**config.mk**
```make
export PLATFORM = sky130hd
export DESIGN_NAME = bh_host_ctrl
export DESIGN_NICKNAME = d
export VERILOG_FILES = /design/src/rtl/bh_host_ctrl.sv
export SDC_FILE = /design/constraint.sdc
export NUM_CORES = 1
export LEC_CHECK = 0
export CAP_MARGIN = 20
export CELL_PAD_IN_SITES_DETAIL_PLACEMENT = 0
export CELL_PAD_IN_SITES_GLOBAL_PLACEMENT = 1
export CORE_MARGIN = 2
export CORE_UTILIZATION = 52
export CTS_BUF_LIST = sky130_fd_sc_hd__clkbuf_4
export DETAILED_ROUTE_END_ITERATION = 12
export DONT_BUFFER_PORTS = 1
export GPL_TIMING_DRIVEN = 0
export HOLD_SLACK_MARGIN = 0.05
export PLACE_DENSITY_LB_ADDON = 0.25
export SLEW_MARGIN = 0
export SYNTH_ARGS = -nofsm -noshare
export SYNTH_HDL_FRONTEND = slang
export SYNTH_SLANG_ARGS = --single-unit
```
**constraint.sdc**
```tcl
create_clock -name i_clock -period 4.5 [get_ports i_clock]
set_input_delay 1.125 -clock i_clock [delete_from_list [all_inputs] [get_ports i_clock]]
set_output_delay 1.125 -clock i_clock [all_outputs]
set_load 0.02 [all_outputs]
```
**src/rtl/bh_host_ctrl.sv**
```systemverilog
// Host run controller / memory arbiter for the BrainHack core; cmd rsp 1-2 cycles after accept, HALT waits for an instruction boundary.
// Single outstanding command, no rsp backpressure; optional single-step op guarded by BH_STEP_EN.
module bh_host_ctrl #(
  parameter int TAPE_AW = 8,
  parameter int TAPE_DW = 8,
  parameter int PRG_AW  = 8,
  parameter int INSTR_W = 3
) (
  input  logic               i_clock,
  input  logic               i_reset,
  input  logic               i_cmd_valid,
  output logic               o_cmd_ready,
  input  logic [2:0]         i_cmd_op,
  input  logic [7:0]         i_cmd_addr,
  input  logic [7:0]         i_cmd_data,
  output logic               o_rsp_valid,
  output logic               o_rsp_err,
  output logic [TAPE_DW-1:0] o_rsp_data,
  output logic               o_core_en,
  output logic               o_halted,
  input  logic               i_core_boundary,
  input  logic               i_core_tape_in,
  input  logic [TAPE_AW-1:0] i_core_tape_addr,
  input  logic [TAPE_DW-1:0] i_core_tape_data,
  input  logic [PRG_AW-1:0]  i_core_prgmem_addr,
  output logic               o_tape_in,
  output logic [TAPE_AW-1:0] o_tape_addr,
  output logic [TAPE_DW-1:0] o_tape_data,
  input  logic [TAPE_DW-1:0] i_tape_q,
  output logic               o_prgmem_in,
  output logic [PRG_AW-1:0]  o_prgmem_addr,
  output logic [INSTR_W-1:0] o_prgmem_data
);

  localparam logic [2:0] OP_HALT    = 3'd0;
  localparam logic [2:0] OP_RUN     = 3'd1;
  localparam logic [2:0] OP_PRG_WR  = 3'd2;
  localparam logic [2:0] OP_TAPE_WR = 3'd3;
  localparam logic [2:0] OP_TAPE_RD = 3'd4;
`ifdef BH_STEP_EN
  localparam logic [2:0] OP_STEP    = 3'd5;
`endif

  typedef enum logic [2:0] {
    S_HALTED,
    S_RUN,
    S_DRAIN,
    S_ACCESS,
    S_RSP
`ifdef BH_STEP_EN
    , S_STEP
`endif
  } state_t;

  state_t             r_state;
  state_t             w_nxt;
  logic               w_ready;
  logic               w_acc;
  logic               w_core_owns;
  logic               w_rsp_set;
  logic               w_rsp_err;
  logic               r_rsp_vld;
  logic               r_rsp_err;
  logic [2:0]         r_op;
  logic [7:0]         r_addr;
  logic [7:0]         r_data;
  logic [TAPE_DW-1:0] r_rd_dat;

  // Ready is held low during a pending rsp pulse so responses never run back to back.
  assign w_ready = ((r_state == S_HALTED) || (r_state == S_RUN)) && !r_rsp_vld;
  assign w_acc   = i_cmd_valid && w_ready;

  assign w_core_owns = (r_state == S_RUN) || (r_state == S_DRAIN)
`ifdef BH_STEP_EN
                       || (r_state == S_STEP)
`endif
                       ;

  always_ff @(posedge i_clock or posedge i_reset) begin
    if (i_reset) begin
      r_state <= S_HALTED;
    end else begin
      r_state <= w_nxt;
    end
  end

  always_comb begin
    w_nxt     = r_state;
    w_rsp_set = 1'b0;
    w_rsp_err = 1'b0;
    case (r_state)
      S_HALTED: begin
        if (w_acc) begin
          case (i_cmd_op)
            OP_HALT: w_rsp_set = 1'b1;
            OP_RUN: begin
              w_nxt     = S_RUN;
              w_rsp_set = 1'b1;
            end
            OP_PRG_WR, OP_TAPE_WR, OP_TAPE_RD: w_nxt = S_ACCESS;
`ifdef BH_STEP_EN
            OP_STEP: w_nxt = S_STEP;
`endif
            default: begin
              w_rsp_set = 1'b1;
              w_rsp_err = 1'b1;
            end
          endcase
        end
      end
      S_RUN: begin
        if (w_acc) begin
          case (i_cmd_op)
            OP_HALT: begin
              w_nxt     = i_core_boundary ? S_HALTED : S_DRAIN;
              w_rsp_set = i_core_boundary;
            end
            OP_RUN: w_rsp_set = 1'b1;
            default: begin
              w_rsp_set = 1'b1;
              w_rsp_err = 1'b1;
            end
          endcase
        end
      end
      S_DRAIN: begin
        if (i_core_boundary) begin
          w_nxt     = S_HALTED;
          w_rsp_set = 1'b1;
        end
      end
`ifdef BH_STEP_EN
      S_STEP: begin
        if (i_core_boundary) begin
          w_nxt     = S_HALTED;
          w_rsp_set = 1'b1;
        end
      end
`endif
      S_ACCESS: w_nxt = S_RSP;
      S_RSP:    w_nxt = S_HALTED;
      default:  w_nxt = S_HALTED;
    endcase
  end

  always_ff @(posedge i_clock or posedge i_reset) begin
    if (i_reset) begin
      r_rsp_vld <= 1'b0;
      r_rsp_err <= 1'b0;
      r_op      <= 3'd0;
      r_addr    <= 8'd0;
      r_data    <= 8'd0;
      r_rd_dat  <= '0;
    end else begin
      r_rsp_vld <= w_rsp_set;
      r_rsp_err <= w_rsp_err;
      if (w_acc) begin
        r_op   <= i_cmd_op;
        r_addr <= i_cmd_addr;
        r_data <= i_cmd_data;
      end
      if ((r_state == S_ACCESS) && (r_op == OP_TAPE_RD)) begin
        r_rd_dat <= i_tape_q;
      end
    end
  end

  always_comb begin
    o_cmd_ready   = w_ready;
    o_halted      = (r_state == S_HALTED) || (r_state == S_ACCESS) || (r_state == S_RSP);
    o_core_en     = w_core_owns;
    o_rsp_valid   = r_rsp_vld;
    o_rsp_err     = r_rsp_vld && r_rsp_err;
    o_rsp_data    = '0;
    o_tape_in     = 1'b0;
    o_tape_addr   = '0;
    o_tape_data   = '0;
    o_prgmem_in   = 1'b0;
    o_prgmem_addr = '0;
    o_prgmem_data = '0;
    if (w_core_owns) begin
      o_tape_in     = i_core_tape_in;
      o_tape_addr   = i_core_tape_addr;
      o_tape_data   = i_core_tape_data;
      o_prgmem_addr = i_core_prgmem_addr;
    end else if (r_state == S_ACCESS) begin
      if (r_op == OP_PRG_WR) begin
        o_prgmem_in   = 1'b1;
        o_prgmem_addr = PRG_AW'(r_addr);
        o_prgmem_data = INSTR_W'(r_data);
      end else begin
        o_tape_in   = (r_op == OP_TAPE_WR);
        o_tape_addr = TAPE_AW'(r_addr);
        o_tape_data = TAPE_DW'(r_data);
      end
    end else if (r_state == S_RSP) begin
      o_rsp_valid = 1'b1;
      if (r_op == OP_TAPE_RD) begin
        o_rsp_data = r_rd_dat;
      end
    end
  end

endmodule

```
Word-level counts from Yosys, hierarchy flattened
Cells that the tools add are included.
{"block": "word_totals", "register_bits": 32, "latchBits": 0, "ram_bits": 0, "rom_bits": 0, "inputBits": 56, "output_inout_bits": 42, "elab_cells": 81, "mem_count": 0}
{"block": "classes", "add_sub_neg": 0, "n_mul": 0, "n_div": 0, "n_lt_le_gt_ge": 0, "n_eq_ne": 16, "n_shift": 0, "n_mux": 43, "bitwise_logic": 0, "n_reduce_logical": 15}
{"cell": "$mux W8", "n": 13}
{"cell": "$mux W3", "n": 7}
{"cell": "$eq A3 B2 Y1 const B", "n": 6}
{"cell": "$mux W1", "n": 18}
{"cell": "$pmux W3 S4", "n": 1}
{"cell": "$eq A3 B3 Y1 const B", "n": 3}
{"cell": "$eq A3 B1 Y1 const B", "n": 2}
{"cell": "$logic_not A3 Y1", "n": 2}
{"cell": "$ne A2 B2 Y1 const B", "n": 3}
{"cell": "$pmux W3 S2", "n": 1}
{"cell": "$reduce_and A5 Y1", "n": 1}
{"cell": "$reduce_or A5 Y1", "n": 1}
{"cell": "$logic_and A1 B1 Y1", "n": 4}
{"cell": "$logic_or A1 B1 Y1", "n": 4}
{"cell": "$ne A3 B1 Y1 const B", "n": 1}
{"cell": "$pmux W1 S3", "n": 1}
{"cell": "$reduce_or A3 Y1", "n": 1}
{"cell": "$mux W2", "n": 1}
{"cell": "$ne A2 B1 Y1 const B", "n": 1}
{"cell": "$pmux W1 S2", "n": 1}
{"cell": "$reduce_or A2 Y1", "n": 1}
{"cell": "$logic_not A1 Y1", "n": 1}

Logic depth before layout (Yosys ltp)
Gate-level depths: netlist of the first run.
{"block": "depth", "ltp_word": 6, "depth_mapped": 7, "depth_no_buf": 5}

Least setup slack after synthesis of the first run
No wires, ideal clock.
{"block": "synth_path", "path_type": "reg-to-output", "startpoint": "register r_state[1]", "endpoint": "output port o_prgmem_addr[4]", "arrival_time_ns": 1.388, "t_required_ns": 3.375, "slack_ns": 1.987, "stages_incl_launch_ff": 6, "path_buffers": 2, "cell_sequence": "dfrtp_1 > buf_6 > nand2b_1 > a21oi_2 > buf_6 > a22o_1"}
{"block": "synth_between", "elab_chain_cells": 3, "word_cells_on_any_way": 6, "classes_between": "eq/ne (3); mux (2); reduce/logical (1)"}
{"element": "start: declaration", "line_no": "55", "text": "state_t r_state;"}
{"element": "start signal: assignment", "line_no": "83", "text": "r_state <= w_nxt;"}
{"element": "$eq A3 B1 Y1 / $eq A3 B2 Y1 (equally long branches)", "line_no": "73", "text": "assign w_core_owns = (r_state == S_RUN) || (r_state == S_DRAIN)"}
{"element": "$logic_or A1 B1 Y1 (*)", "line_no": "73"}
{"element": "net o_core_en", "line_no": "19", "text": "output logic o_core_en,"}
{"element": "$mux W8 (*)", "line_no": "181", "text": "if (w_core_owns) begin"}
{"element": "end: declaration", "line_no": "31", "text": "output logic [PRG_AW-1:0] o_prgmem_addr,"}
Mark *: on every way through the listed nets, which the timed path passes. The rest lies on a longest branch.

Final worst setup path of the first run
{"block": "layout_path", "startpoint": "register r_state[0]", "endpoint": "output port o_tape_data[6]"}
{"block": "layout_between", "elab_chain_cells": 3, "word_cells_on_any_way": 6, "classes_between": "eq/ne (3); mux (2); reduce/logical (1)"}
{"element": "$eq A3 B1 Y1 / $eq A3 B2 Y1 (equally long branches)", "line_no": "73"}
{"element": "$logic_or A1 B1 Y1 (*)", "line_no": "73"}
{"element": "net o_core_en", "line_no": "19"}
{"element": "$mux W8 (*)", "line_no": "181"}
{"element": "end: declaration", "line_no": "28", "text": "output logic [TAPE_DW-1:0] o_tape_data,"}
Marked as above.

==> results of run 1 <==
==> logic make-up (layout without fill, tap and decap cells) <==
family          count (synthesis)  in the layout  share of synthesized area
simple gates                   43             43                      0.162
compound gates                 35             35                      0.152
flops                          32             32                      0.439
mux                            29             29                      0.195
buf+inv                        10             18                     0.0473
xor+xnor                        1              1                    0.00480
==> worst max-delay path by stage <==
stage	to	slack [ns]	cells after the start
floorplan	o_prgmem_addr[0]	1.99	1
global placement	o_tape_data[6]	1.78	4
detailed placement	o_tape_data[6]	1.78	4
CTS	o_tape_data[6]	1.41	5
global route	o_tape_addr[2]	1.29	4
finish	o_tape_data[6]	1.43	4
==> area by class of cell <==
cell class	count	area (um^2)	area share
Sequential cell	32	801	0.409
Timing Repair Buffer	1	27.5	0.0140
Buffer	8	73.8	0.0377
Tap cell	46	57.6	0.0294
Clock buffer	6	45.0	0.0230
Inverter	2	12.5	0.00639
Multi-Input combinational cell	108	937	0.478
Clock inverter	1	5.00	0.00255
==> metal layers <==
metal	track usage	wire (um)
met5	0	0
met4	0.0571	29
met3	0.0536	243
met2	0.392	2110
met1	0.225	1540
==> critical path: stages (launching register included) <==
cell,delay [ns]
dfrtp_1,0.47
nand2b_1,0.22
a21oi_2,0.42
buf_6,0.23
a22o_1,0.28
==> power by group through the flow <==
stage	sequential (W)	combinational, W	clock [W]
after global placement	0.000528	0.000906	0
after CTS	0.000535	0.000926	0.000162
after floorplan	0.000509	0.000816	0
final	0.000537	0.000914	0.000154
after global routing	0.000557	0.000980	0.000179
after detailed placement	0.000541	0.000923	0
==> flip-flops by register name (all words and copies together), names as in the netlist <==
name,flops
r_rd_dat,8
r_op,3
r_rsp_err,1
r_addr,8
r_state,3
r_rsp_vld,1
r_data,8
==> cells in the final DEF (no fill, tap or decap), drive strengths merged, types with 2 or more instances in the layout <==
cell type  count
dfrtp         32
nor3           5
a22o          24
clkinv         2
nor3b          3
a21oi          2
and2          10
buf            9
mux2          28
nand2          7
nand2b         4
o21ai          6
clkbuf         6
nor2           3
and3           4
==> metrics by stage <==
stage                     cells  cell area [um^2]  power [W]  hold WS [ns]  worst slack [ns]
after CTS                   204              1960    0.00162         0.511              1.41
after floorplan             150              1820    0.00132         0.473              1.99
after global placement      196              1880    0.00143         0.488              1.78
after global routing        204              1960    0.00172         0.537              1.29
after detailed placement    197              1910    0.00146         0.485              1.78
final                       204              1960    0.00160         0.512              1.43
==> impl_metrics.json, run 1 <==
{
  "wl_mm": 3.92,
  "syn_area_um2": 1820,
  "cp-startpoint": "r_state[0]",
  "drt-vias-per-instance": 6.19,
  "syn2layout_area_growth_pct": 7.41,
  "worstMarginPinSlew_ns": 0.647,
  "fmax_mhz": 326,
  "drtPass1Iterations": 4,
  "r2r_setup_slack_ns": 2.84,
  "drtAntennaViolNets": 0,
  "min_from": "r_data[6]",
  "synthFlopType": "dfrtp_1",
  "grt_max_degree": 19,
  "drt_iter0_drc": 72,
  "drv_slew": 0,
  "clk_latency_ns": 0.32,
  "power-per-cell-area_nw_per_um2": 819,
  "fin_skew_ns": 0.00148,
  "cp-start-kind": "register",
  "hold_end": "r_data[6]",
  "yosysWarnings": 0,
  "synthesis.nets": 206,
  "cts_tree": "done",
  "slew_headroom": 0.564,
  "yosysTopAreaCell": "dfrtp_1",
  "synthDistinctLibCells": 36,
  "coreArea_um2": 3360,
  "postCtsSetupBuffers": 0,
  "wl_per_cell_um": 19.2,
  "hold_violations": 0,
  "reg2reg_depth": 5,
  "drive_gt1_frac": 0.342,
  "fillers": 297,
  "initial_utilization": 0.542,
  "ir_worst_vdd_mv": 0.352,
  "grt_pass1_wl_mm": 6.29,
  "path_class": "reg2out",
  "power_frac_clock": 0.096,
  "synth_common_cells": "32 x dfrtp_1, 24 x a22o_1, 19 x mux2_2",
  "p_int_w": 0.000884,
  "syn_inst": 150,
  "drcViolationCount": 0,
  "syn_area_per_cell_um2": 12.2,
  "async_flop_share": 1.00,
  "cp.arrival_ns": 1.94,
  "portBuffers": 0,
  "pwr-share-seq": 0.335,
  "htreeDepth": 2,
  "vias": 1263,
  "dieHeight_um": 63.2,
  "grt_overflow_total": 0,
  "cts_hold_buffers": 0,
  "drv_cap": 0,
  "path_max_fanout": 10,
  "r2r-end": "r_state[0]",
  "p_comb_frac": 0.570,
  "dpl.hpwl_mm": 2.95,
  "pin_count": 98,
  "ys_ff_latch": 32,
  "reg2reg_from": "r_state[2]",
  "period_minus_slack_ns": 3.07,
  "grt_pass1_vias": 1264,
  "yosysSeqAreaShare": 0.439,
  "synth_area_leaders": "dfrtp_1 44%, mux2_2 12%, a22o_1 12%, mux2_4 6.6%, and2_1 3.1%",
  "grt_use_total": 0.206,
  "fin_setup_tns_ns": 0,
  "min_path_cells": 1,
  "postCtsResizedCells": 0,
  "grt_antenna_before_repair": 0,
  "gp_congestion": 0.678,
  "numCtsBuffers": 5,
  "fin_crit_sh": 0.682,
  "rows": 21,
  "p_switching_w": 0.000721,
  "diodes": 0,
  "clk_pin_slew_ns": 0.09,
  "cts_root_buf": "clkbuf_4",
  "die_area_um2": 4000,
  "status": "finished clean",
  "cts.sinks": 32,
  "final_util": 0.583,
  "die_x_um": 63.2,
  "synth-edff-count": 0,
  "rsz0062_at_grt": "no",
  "min-delay-path-class": "reg2reg",
  "ctsLongestPathBuffers": 2,
  "synth_top_area_share": 0.439,
  "p_leak_nw": 0.870,
  "synth_most_common_cell": "dfrtp_1",
  "nets": 214,
  "swShare": 0.449,
  "finalSetupViolCount": 0,
  "crit_required_ns": 3.38,
  "crit_path_end_kind": "primary output"
}
(Power assumes the default switching activity.)
==> run 2: changes to the inputs <==
--- a/config.mk
+++ b/config.mk
@@ -9,7 +9,7 @@
 export CELL_PAD_IN_SITES_DETAIL_PLACEMENT = 0
 export CELL_PAD_IN_SITES_GLOBAL_PLACEMENT = 1
 export CORE_MARGIN = 2
-export CORE_UTILIZATION = 52
+export CORE_UTILIZATION = 44
 export CTS_BUF_LIST = sky130_fd_sc_hd__clkbuf_4
 export DETAILED_ROUTE_END_ITERATION = 12
 export DONT_BUFFER_PORTS = 1
==> constraint.sdc (replaced) <==
create_clock -name i_clock -period 2.6 [get_ports i_clock]
set_input_delay 0.65 -clock i_clock [delete_from_list [all_inputs] [get_ports i_clock]]
set_output_delay 0.65 -clock i_clock [all_outputs]
set_load 0.02 [all_outputs]
==> run 2 against run 1 <==
  * Clock power is 140% higher
  * Total power is 83% higher
  * Die area is 17% higher
  * Clock skew is 0.0088 ns higher
  * Routed wire length is 1.9% higher
  * Non-clock buffer count is 1 higher
  * Utilization is 8.0 points lower
  * Via count stayed put
  * Register-to-register slack worse by 1.9 ns
  * Cell count is 2.9% higher
  * Critical path depth is 1 lower
  * Critical path type unchanged
  * Critical endpoint is now o_rsp_data[1]
==> impl_metrics.json, run 2 (synthesis gave the netlist of run 1 again) <==
{
  "status": "finished clean",
  "die_x_um": 68.4,
  "diodes": 0,
  "p_int_w": 0.00166,
  "wl_mm": 4.00,
  "gp_congestion": 0.671,
  "rsz0062_at_grt": "no",
  "total_power_w": 0.00293,
  "htreeDepth": 2,
  "path_class": "reg2out",
  "grt_max_degree": 19,
  "crit_slowest_cell": "dfrtp_1",
  "power-per-cell-area_nw_per_um2": 1460,
  "min-delay-path-class": "in2async",
  "p_switching_w": 0.00127,
  "fin_cells": 210,
  "cp_num_buf_inv": 0,
  "grt_pass1_vias": 1193,
  "grt_antenna_before_repair": 0,
  "pin_count": 98,
  "nets": 215,
  "final_cell_mix": "31 x dfrtp_1, 24 x a22o_1, 19 x mux2_2",
  "drv_cap": 0,
  "drtAntennaViolNets": 0,
  "cp.arrival_ns": 1.80,
  "drcViolationCount": 0,
  "slew_headroom": 0.563,
  "cpPeakStageDelay_ns": 0.43,
  "reg2reg_from": "r_state[2]",
  "period_minus_slack_ns": 2.45,
  "worstPathCellList": "nor3b_2 -> and3_1 -> and2_1",
  "crit_path_end_kind": "primary output",
  "power_frac_clock": 0.128,
  "pre_cts_slack_ns": 0.298,
  "cts_root_buf": "clkbuf_4",
  "clk_pin_slew_ns": 0.10,
  "drt-vias-per-instance": 6.01,
  "ctsLongestPathBuffers": 2,
  "cts_tree": "done",
  "worstMarginPinSlew_ns": 0.655,
  "crit_required_ns": 1.95,
  "initial_utilization": 0.456,
  "syn2layout_area_growth_pct": 10.2,
  "ir_worst_vdd_mv": 0.761,
  "fin_skew_ns": 0.0102,
  "pwr-share-seq": 0.317,
  "dpl.hpwl_mm": 3.13,
  "die_area_um2": 4680,
  "finalSetupViolCount": 0,
  "portBuffers": 0,
  "swShare": 0.433,
  "cts.sinks": 32,
  "grt_overflow_total": 0,
  "cp-start-kind": "register",
  "rows": 23,
  "clk_latency_ns": 0.33,
  "dieHeight_um": 68.4,
  "hold_violations": 0,
  "p_leak_nw": 0.889,
  "drt_iter0_drc": 23,
  "cts_hold_buffers": 0,
  "grt_util_met3": 0.0510,
  "drv_slew": 0,
  "vias": 1263,
  "r2r_setup_slack_ns": 0.92,
  "grt_use_met1": 0.205,
  "numCtsBuffers": 5,
  "grt_use_total": 0.177,
  "timing.final.ws_setup_ns": 0.152,
  "grt_pass1_wl_mm": 5.85,
  "p_comb_frac": 0.555,
  "coreArea_um2": 4000,
  "busiest_layer": "met2",
  "largestRegisters": "r_addr: 8 flops, r_data: 8 flops, r_rd_dat: 8 flops",
  "placed_cells": 201,
  "fmax_mhz": 408,
  "fin_setup_tns_ns": 0,
  "fin_crit_sh": 0.942,
  "wl_per_cell_um": 19.0,
  "grt_use_met2": 0.305,
  "drtPass1Iterations": 4,
  "r2r-end": "r_state[0]",
  "path_delay_family": "simple AND/OR/NAND/NOR gates",
  "path_max_fanout": 8,
  "reg2reg_depth": 5,
  "final_common_cell": "dfrtp_1",
  "drive_gt1_frac": 0.356
}
run 2: cell count changes in the layout (fill, tap and decap cells not counted):
cell,previous run,this run
a21oi_2,1,0
a21oi_4,0,1
buf_4,1,2
bufinv_16,0,1
dfrtp_1,32,31
dfrtp_2,0,1
run 2: final cells by class:
class | instances | area [um^2]
Buffer | 8 | 73.8
Clock buffer | 6 | 45.0
Clock inverter | 2 | 35.0
Fill cell | 364 | 1990
Inverter | 2 | 12.5
Multi-Input combinational cell | 108 | 945
Sequential cell | 32 | 802
Tap cell | 50 | 62.6
Timing Repair Buffer | 2 | 35.0
run 2: worst max-delay path by stage:
stage,to,depth (start not counted),start
3_3_place_gp,o_tape_in,5,r_state[0]
2_1_floorplan,o_prgmem_addr[4],5,r_state[1]
4_1_cts,o_tape_in,5,r_state[0]
5_1_grt,o_rsp_data[6],3,r_op[0]
3_5_place_dp,o_tape_in,6,r_state[1]
6_report,o_rsp_data[1],3,r_op[0]
run 2: worst reg2reg max path, stage by stage (launching register included):
cell and delay [ns]:
dfrtp_1 0.39, buf_4 0.18, nor3_1 0.34, o211ai_1 0.22, nand4_1 0.13, mux2_1 0.32
run 2: through the flow:
| step | area [um^2] | utilization | hold slack [ns] |
|---|---|---|---|
| after detailed placement | 1910 | 0.479 | 0.484 |
| after global routing | 2010 | 0.503 | 0.303 |
| after CTS | 2000 | 0.500 | 0.299 |
| final | 2010 | 0.503 | 0.286 |
| after global placement | 1890 | 0.472 | 0.486 |
| after floorplan | 1820 | - | 0.473 |
run 2: timing repair:
| item | 4_1_cts | 5_1_grt |
|---|---|---|
| setup endpoints to repair | 19 | 14 |
| gates cloned | 0 | 0 |
| resized for setup | 1 | 1 |
| setup buffers | 0 | 1 |
| pin swaps | 0 | 1 |
| hold endpoints to repair | 0 | 0 |
run 2: power groups by stage:
stage | sequential (W) | clock (W) | combinational [W]
after floorplan | 0.000880 | 0 | 0.00141
after global placement | 0.000916 | 0 | 0.00157
after detailed placement | 0.000943 | 0 | 0.00161
after CTS | 0.000933 | 0.000392 | 0.00162
after global routing | 0.000968 | 0.000416 | 0.00176
final | 0.000930 | 0.000375 | 0.00163
run 2: metal layers:
layer	up-vias	routed length [um]
met5	-	0
met4	0	58
met1	620	1590
li1	578	-
met3	7	271
met2	58	2070
==> run 3: changes to the inputs <==
--- a/config.mk
+++ b/config.mk
@@ -5,7 +5,6 @@
 export SDC_FILE = /design/constraint.sdc
 export NUM_CORES = 1
 export LEC_CHECK = 0
-export CAP_MARGIN = 20
 export CELL_PAD_IN_SITES_DETAIL_PLACEMENT = 0
 export CELL_PAD_IN_SITES_GLOBAL_PLACEMENT = 1
 export CORE_MARGIN = 2
==> run 3 against run 2 <==
  * Combinational power hardly changed
  * Largest power group unchanged
  * Critical path depth did not move
  * Utilization stayed put
  * Sequential cell count unchanged
  * Highest routed layer unchanged
  * Die area stayed put
  * Sequential power barely moved
  * Non-clock buffer count is the same
  * Final area stayed put
==> impl_metrics.json, run 3 (synthesis gave the netlist of run 1 again) <==
{
  "drive_gt1_frac": 0.356,
  "cp_num_buf_inv": 0,
  "drv_slew": 0,
  "ir_worst_vdd_mv": 0.667,
  "finalSetupViolCount": 0,
  "cts_tree": "done",
  "clk_latency_ns": 0.33,
  "cts.sinks": 32,
  "rows": 23,
  "gp_congestion": 0.671,
  "crit_required_ns": 1.95,
  "largestRegisters": "r_addr: 8 flops, r_data: 8 flops, r_rd_dat: 8 flops",
  "busiest_layer": "met2",
  "drtAntennaViolNets": 0,
  "dpl.hpwl_mm": 3.06,
  "grt_use_total": 0.176,
  "grt_pass1_vias": 1169,
  "pin_count": 98,
  "initial_utilization": 0.456,
  "cpPeakStageDelay_ns": 0.44,
  "drtPass1Iterations": 4,
  "final_common_cell": "dfrtp_1",
  "p_leak_nw": 0.889,
  "period_minus_slack_ns": 2.49,
  "path_delay_family": "simple AND/OR/NAND/NOR gates",
  "grt_overflow_total": 0,
  "reg2reg_depth": 5,
  "grt_use_met2": 0.288,
  "nets": 215,
  "ctsLongestPathBuffers": 2,
  "dieHeight_um": 68.4,
  "drcViolationCount": 0,
  "fin_crit_sh": 0.956,
  "portBuffers": 0,
  "path_class": "reg2out",
  "path_depth": 3,
  "slew_headroom": 0.574,
  "drv_cap": 0,
  "diodes": 0,
  "final_cell_mix": "31 x dfrtp_1, 24 x a22o_1, 19 x mux2_2",
  "fin_skew_ns": 0.0112,
  "numCtsBuffers": 5,
  "status": "finished clean",
  "min-delay-path-class": "in2async",
  "wl_mm": 3.99,
  "htreeDepth": 2,
  "clk_pin_slew_ns": 0.10,
  "cp.arrival_ns": 1.84,
  "syn2layout_area_growth_pct": 10.2,
  "die_x_um": 68.4,
  "fmax_mhz": 402,
  "grt_util_met3": 0.0461,
  "grt_pass1_wl_mm": 5.79,
  "drt_iter0_drc": 46,
  "grt_max_degree": 33,
  "path_max_fanout": 8,
  "power-per-cell-area_nw_per_um2": 1460,
  "hold_violations": 0,
  "wl_per_cell_um": 19.0,
  "cp-start-kind": "register",
  "final_util": 0.503,
  "worstPathCellList": "nor3b_2 -> and3_1 -> and2_1",
  "rsz0062_at_grt": "no",
  "drt-vias-per-instance": 5.81,
  "crit_path_end_kind": "primary output",
  "cts_root_buf": "clkbuf_4",
  "fin_setup_tns_ns": 0,
  "worstMarginPinSlew_ns": 0.632,
  "crit_slowest_cell": "dfrtp_1",
  "coreArea_um2": 4000,
  "vias": 1220,
  "fillers": 354,
  "grt_antenna_before_repair": 0,
  "hold_ws_ns": 0.173,
  "die_area_um2": 4680,
  "grt_use_met1": 0.217
}
run 3: cell counts in the layout (fill, tap and decap cells not counted):
Identical to the previous run, type by type.
run 3: per-stage QoR:
stage,setup WS [ns],cells,total power [W],cell area [um^2]
after floorplan,0.562,150,0.00229,1820
after global placement,0.334,200,0.00249,1890
after detailed placement,0.291,200,0.00254,1890
after CTS,0.0383,208,0.00294,1970
after global routing,0.00262,210,0.00315,2010
final,0.114,210,0.00294,2010
run 3: where the power goes:
part           internal [W]  switching, W  leakage, nW  total, W
registers          0.000750      0.000181        0.380  0.000931
logic              0.000699      0.000926        0.463   0.00163
clock network      0.000212      0.000167       0.0456  0.000379
run 3: routing by layer:
metal | vias to the layer above | share of wire
met5 | - | 0
met4 | 0 | 0.014
met3 | 4 | 0.058
met2 | 57 | 0.51
met1 | 583 | 0.42
li1 | 576 | -
run 3: path summary, 6_finish.rpt:
kind | from | end | slack (ns)
setup / recovery | r_op[0] | o_rsp_data[1] | 0.11
hold / removal | i_reset | r_rd_dat[4] | 0.17
hold reg to reg | r_rd_dat[1] | r_rd_dat[1] | 0.52
max in group asynchronous | i_reset | r_state[0] | 1.96
setup reg to reg | r_state[2] | r_state[0] | 0.93
min in group i_clock | i_tape_q[1] | r_rd_dat[1] | 0.45
run 3: layout make-up:
class | instances | area (um^2) | area share
Buffer | 8 | 73.8 | 0.0367
Clock buffer | 6 | 45.0 | 0.0224
Clock inverter | 2 | 35.0 | 0.0174
Inverter | 2 | 12.5 | 0.00622
Multi-Input combinational cell | 108 | 945 | 0.470
Sequential cell | 32 | 802 | 0.399
Tap cell | 50 | 62.6 | 0.0311
Timing Repair Buffer | 2 | 35.0 | 0.0174
run 3: timing repair:
item | CTS | global route
endpoints found under the setup margin | 19 | 18
resized for setup | 1 | 1
pin swaps | 0 | 1
setup buffers | 0 | 1
hold buffers | 0 | 0
